==> config.mk <==
export PLATFORM = sky130hd
export DESIGN_NAME = branch_resolve_queue
export DESIGN_NICKNAME = d
export VERILOG_FILES = /design/src/rtl/branch_resolve_queue.sv
export SDC_FILE = /design/constraint.sdc
export NUM_CORES = 1
export LEC_CHECK = 0
export CAP_MARGIN = 10
export CORE_UTILIZATION = 51
export DETAILED_ROUTE_END_ITERATION = 12
export PLACE_DENSITY = 0.83
export SLEW_MARGIN = 25
export SYNTH_ARGS = -nofsm -noshare
export SYNTH_HDL_FRONTEND = slang
export SYNTH_SLANG_ARGS = --single-unit
==> constraint.sdc <==
create_clock -name i_clk -period 2.7 [get_ports i_clk]
set_input_delay 0.27 -clock i_clk [delete_from_list [all_inputs] [get_ports i_clk]]
set_output_delay 0.27 -clock i_clk [all_outputs]
set_load 0.05 [all_outputs]
==> src/rtl/branch_resolve_queue.sv <==
// branch_resolve_queue: in-order FIFO of predicted branches between fetch and
// execute. Pops on resolve, drives the BHT update port and a fetch redirect
// on mispredict, and flushes all younger (wrong-path) entries when the
// prediction was wrong.
// Optional feature macro: BRQ_STATS_EN adds saturating resolve/mispredict
// counters on ports o_stat_resolved / o_stat_mispred.
module branch_resolve_queue #(
    parameter int PC_W   = 8,
    parameter int DEPTH  = 4,
    parameter int ADDR_W = 2
) (
    input  logic              i_clk,
    input  logic              i_reset,
    input  logic              i_push,
    input  logic [PC_W-1:0]   i_push_pc,
    input  logic              i_push_pred,
    input  logic [PC_W-1:0]   i_push_target,
    input  logic [PC_W-1:0]   i_push_fall,
    input  logic              i_resolve_valid,
    input  logic              i_resolve_taken,
    output logic              o_upd_branch,
    output logic [PC_W-1:0]   o_upd_pc,
    output logic              o_upd_taken,
    output logic              o_mispredict,
    output logic [PC_W-1:0]   o_redirect_pc,
    output logic              o_full,
    output logic              o_empty,
    output logic [ADDR_W:0]   o_count,
    output logic              o_underflow
`ifdef BRQ_STATS_EN
    ,
    output logic [15:0]       o_stat_resolved,
    output logic [15:0]       o_stat_mispred
`endif
);

    localparam logic [ADDR_W-1:0] PTR_ONE  = ADDR_W'(1);
    localparam logic [ADDR_W:0]   CNT_ZERO = (ADDR_W+1)'(0);
    localparam logic [ADDR_W:0]   CNT_ONE  = (ADDR_W+1)'(1);
    localparam logic [ADDR_W:0]   CNT_FULL = (ADDR_W+1)'(DEPTH);

    logic [PC_W-1:0]   r_pc_mem   [DEPTH];
    logic              r_pred_mem [DEPTH];
    logic [PC_W-1:0]   r_tgt_mem  [DEPTH];
    logic [PC_W-1:0]   r_fall_mem [DEPTH];
    logic [ADDR_W-1:0] r_wr_ptr;
    logic [ADDR_W-1:0] r_rd_ptr;
    logic [ADDR_W:0]   r_count;

    logic [PC_W-1:0]   w_head_pc;
    logic              w_head_pred;
    logic [PC_W-1:0]   w_head_tgt;
    logic [PC_W-1:0]   w_head_fall;
    logic              w_pop;
    logic              w_mis;
    logic              w_push_ok;
    logic [ADDR_W:0]   w_count_nxt;

    // Head read, pop/flush decisions and next occupancy.
    always_comb begin
        w_head_pc   = r_pc_mem[r_rd_ptr];
        w_head_pred = r_pred_mem[r_rd_ptr];
        w_head_tgt  = r_tgt_mem[r_rd_ptr];
        w_head_fall = r_fall_mem[r_rd_ptr];
        w_pop       = i_resolve_valid && (r_count != CNT_ZERO);
        w_mis       = w_pop && (i_resolve_taken != w_head_pred);
        // A push during a flush is wrong-path; a push when full needs a pop to make room.
        w_push_ok   = i_push && !w_mis && ((r_count != CNT_FULL) || w_pop);
        w_count_nxt = r_count;
        if (w_mis) begin
            w_count_nxt = CNT_ZERO;
        end else begin
            case ({w_push_ok, w_pop})
                2'b10:   w_count_nxt = r_count + CNT_ONE;
                2'b01:   w_count_nxt = r_count - CNT_ONE;
                default: w_count_nxt = r_count;
            endcase
        end
    end

    // Entry storage: write the new branch at the tail.
    always_ff @(posedge i_clk) begin
        if (i_reset) begin
            for (int i = 0; i < DEPTH; i++) begin
                r_pc_mem[i]   <= '0;
                r_pred_mem[i] <= 1'b0;
                r_tgt_mem[i]  <= '0;
                r_fall_mem[i] <= '0;
            end
        end else if (w_push_ok) begin
            r_pc_mem[r_wr_ptr]   <= i_push_pc;
            r_pred_mem[r_wr_ptr] <= i_push_pred;
            r_tgt_mem[r_wr_ptr]  <= i_push_target;
            r_fall_mem[r_wr_ptr] <= i_push_fall;
        end
    end

    // Pointers, occupancy and registered status flags.
    always_ff @(posedge i_clk) begin
        if (i_reset) begin
            r_wr_ptr    <= '0;
            r_rd_ptr    <= '0;
            r_count     <= CNT_ZERO;
            o_count     <= CNT_ZERO;
            o_full      <= 1'b0;
            o_empty     <= 1'b1;
            o_underflow <= 1'b0;
        end else begin
            if (w_push_ok) begin
                r_wr_ptr <= r_wr_ptr + PTR_ONE;
            end
            // A flush drops everything younger than the resolved head.
            if (w_mis) begin
                r_rd_ptr <= r_wr_ptr;
            end else if (w_pop) begin
                r_rd_ptr <= r_rd_ptr + PTR_ONE;
            end
            r_count <= w_count_nxt;
            o_count <= w_count_nxt;
            o_full  <= (w_count_nxt == CNT_FULL);
            o_empty <= (w_count_nxt == CNT_ZERO);
            if (i_resolve_valid && (r_count == CNT_ZERO)) begin
                o_underflow <= 1'b1;
            end
        end
    end

    // BHT update and redirect outputs, one cycle after the pop.
    always_ff @(posedge i_clk) begin
        if (i_reset) begin
            o_upd_branch  <= 1'b0;
            o_upd_pc      <= '0;
            o_upd_taken   <= 1'b0;
            o_mispredict  <= 1'b0;
            o_redirect_pc <= '0;
        end else begin
            o_upd_branch <= w_pop;
            o_mispredict <= w_mis;
            if (w_pop) begin
                o_upd_pc      <= w_head_pc;
                o_upd_taken   <= i_resolve_taken;
                o_redirect_pc <= i_resolve_taken ? w_head_tgt : w_head_fall;
            end
        end
    end

`ifdef BRQ_STATS_EN
    // Saturating counters of resolved and mispredicted branches.
    always_ff @(posedge i_clk) begin
        if (i_reset) begin
            o_stat_resolved <= 16'h0000;
            o_stat_mispred  <= 16'h0000;
        end else begin
            if (w_pop && (o_stat_resolved != 16'hFFFF)) begin
                o_stat_resolved <= o_stat_resolved + 16'h0001;
            end
            if (w_mis && (o_stat_mispred != 16'hFFFF)) begin
                o_stat_mispred <= o_stat_mispred + 16'h0001;
            end
        end
    end
`endif

endmodule

==> results by group <==
Clock tree
  • Worst-Skew Late Latency: around 0.42 ns
  • CTS Hold Buffers Added: 0
  • CTS root buffer: clkbuf_16
  • Clock buffer depth: 2
  • CTS tree: done
  • # H-tree levels: 4
  • Clock slew at reported path FFs: around 0.060 ns
  • TritonCTS Sinks: ~130
  • CTS Buf Count: 17

Setup path
  • Buf/Inv on CP: 0
  • Critical register-to-register path endpoint: o_full
  • CP max FO: 5
  • Cell-by-cell listing of the critical path: mux4_2 -> xor2_1 -> o21ai_1 -> fa_2 -> nor3b_1 -> o21ai_0 -> o211ai_1 -> a21oi_1 -> and3_1
  • Crit end category: flop
  • Largest stage delay, worst path: between 0.5 and 0.6 ns
  • Crit start category: flop
  • R2R Setup Slk: 0.12 ns
  • Slowest cell on crit path: mux4_2
  • R2R cell count: 9
  • Critical Path RT: between 3 and 4 ns
  • Arrival time worst endpoint: just under 3 ns
  • Crit Path Class: flop to flop
  • Crit-path leading delay family: multiplexers

Layout
  • Diodes inserted: 0
  • Area of the multi-input gates: ~2000 um2
  • Share of cells above drive strength 1: 16.80%
  • Nets: between 500 and 600
  • Seq. cell area: 3626 um2
  • Fin util: 64.97%
  • Area added between synthesis and finish: 22.90%
  • Fillers: approximately 750

Routing
  • Vias: ~3.7k
  • # DRC: 0
  • Initial DRC count: about 270
  • Routed length per instance: 19.22 um
  • Antenna Nets Post-Route: 0
  • Vias per cell: about 5.9
  • DR pass1 iterations: 5
  • Final wirelength: 12.30 mm

Synth
  • Area contributors post-synth: edfxtp_1, dfxtp_1, mux4_2, and2_1, and3_1
  • Top-count cell post-synth: edfxtp_1
  • Sequential area share after synthesis: about 63%
  • Mapped Nets: between 400 and 500
  • Async SR Flop Fraction: 0%
  • Post-synth top area cell: edfxtp_1
  • Synth top area share: between 50% and 60%
  • Post-synthesis register bit count: 131
  • Synth unique cells: 39
  • Post-synthesis cell area: between 5000 and 6000 um2
  • Syn Inst Count: about 430
  • Number of synthesized flops with an enable pin: 100
  • Top cells by count, synth: edfxtp_1, and2_1, and3_1
  • Synth warnings: 0
  • Syn_area_per_cell: 13.51 um2
  • Synth Flop Type: edfxtp_1

Floorplanning
  • DIE AREA: 11760 um2
  • Die Span X: 108.5 um
  • Die height: ~110 um
  • Rows: 38
  • Starting Density: a little over half
  • IO Count: between 50 and 60
  • Core Footprint: around 11000 um2

Global route
  • Total global-route track usage: a little under a quarter
  • Pin count of the biggest net entering global routing: 46
  • Initial antenna violation count: 0
  • GRT Residual Overflow: 0
  • First-pass GRT wire length: roughly 19 mm
  • Vias in the first global route: a little under 4k

Outcome
  • Outcome: finished clean

Hold path
  • Hold path cells: 2
  • Path type of the worst min-delay path: flop to flop
  • Hold worst-path end: o_upd_pc[3]
  • Worst Hold Launch: o_upd_pc[3]

Power and ir drop
  • Total chip power: roughly 6.3 mW
  • Cell Pwr Density: 891.2 nW/um2
  • Maximum vdd drop: approximately 0.56 mV
  • Leak: around 2.7 nW

STA
  • Final setup viols: 0
  • FMAX: roughly 390 MHz
  • RSZ-0062 raised after global routing: no
  • Min cycle time layout: around 2.6 ns
  • Worst clock skew: 0.009553 ns
  • Fin crit share: between 90% and 100%
  • Final hold viol count: 0
  • Slew at the pin with the worst max-slew slack: around 0.83 ns
  • Final Max Slew Viols: 0
  • Slew headroom: between 40% and 50%
  • Hold WS: 0.4590 ns

Flow run
  • Max Cap Viol: 0

Placement
  • Routability cong.: between 0.9 and 1
  • Number of port buffers: 54
  • Dpl hpwl: about 7.6 mm
[worst min-delay path: stages, from the launching register on]
cell and delay (ns):
dfxtp_1 0.31, nand2_1 0.05, a21oi_1 0.05
[worst max-delay path by stage]
| stage | end | slack (ns) | cells after the start |
|---|---|---|---|
| after CTS | o_full | 0.07 | 9 |
| final | o_full | 0.12 | 9 |
| after floorplan | o_full | -0.09 | 11 |
| after global placement | o_full | 0.22 | 9 |
| after global routing | r_fall_mem[2][3] | 0.03 | 5 |
| after detailed placement | o_full | 0.09 | 9 |
[sequential cells by signal (all words and copies together), names as in the netlist, named ones only]
name and cells:
o_empty 1, o_full 1, o_mispredict 1, o_redirect_pc 8
o_underflow 1, o_upd_branch 1, o_upd_pc 8, o_upd_taken 1
r_count 3, r_fall_mem 32, r_pc_mem 32, r_pred_mem 4
r_rd_ptr 2, r_tgt_mem 32, r_wr_ptr 2
[kinds of logic after synthesis]
logic type / Yosys count / synth area share, %
AOI/OAI and AO/OA: 54 / 6.212
xor gates and xnor gates: 5 / 0.7575
adders and majority gates: 1 / 0.3463
buffers and inverters: 41 / 3.268
DFF: 131 / 62.68
muxes: 33 / 11.13
and+or+nand+nor: 163 / 15.61
[report_power, final]
group	leakage, nW	total [mW]	switching [mW]	internal (mW)
registers	1.29	2.59	0.137	2.45
clock network	0.295	2.20	0.796	1.40
logic	1.15	1.54	0.920	0.624
[cell type report]
| cell class | count | area share (%) |
|---|---|---|
| Inverter | 6 | 0.3170 |
| Sequential cell | 131 | 51.04 |
| Multi-Input combinational cell | 256 | 27.90 |
| Clock inverter | 7 | 0.5460 |
| Clock buffer | 25 | 7.732 |
| Tap cell | 140 | 2.466 |
| Timing Repair Buffer | 75 | 10.00 |
[per-layer routing]
metal / routed length (um) / global-route usage (%) / vias up
li1: - / - / 1715
met1: 4797 / 25.84 / 1831
met2: 6353 / 39.69 / 166
met3: 860 / 7.052 / 33
met4: 289 / 11.10 / 0
met5: 0 / 0 / -
[timing repair]
| item | in CTS | in global routing |
|---|---|---|
| buffers inserted | 0 | 1 |
| gates resized for setup | 0 | 2 |
| setup endpoints to repair | 0 | 2 |
[cells in the final DEF (no fill, tap or decap), drive strengths merged]
cell,count
clkbuf,25
nand3,1
a211oi,11
o221ai,3
a2bb2oi,2
dfxtp,31
buf,21
nand2,26
nand3b,1
fa,1
xor2,1
a21oi,15
o31ai,2
o32a,1
nor3b,2
mux2i,8
a31o,1
clkdlybuf4s50,54
nand2b,3
clkinv,5
and3,52
edfxtp,100
and2,52
nor3,5
or3,1
o211a,1
xnor2,4
a21o,3
o211ai,2
nor2,20
a311oi,1
o21ai,10
a31oi,2
clkinvlp,1
inv,7
mux4,25
[per-stage QoR]
step	setup WS (ns)	instances	cell area (um2)	TNS, ns
2_1_floorplan	-0.09262	428	5791	-0.09262
3_3_place_gp	0.2151	607	6506	0
3_5_place_dp	0.09183	607	6506	0
4_1_cts	0.07406	639	7094	0
5_1_grt	0.02842	640	7104	0
6_report	0.1190	640	7104	0
(Power assumes the default switching activity.)
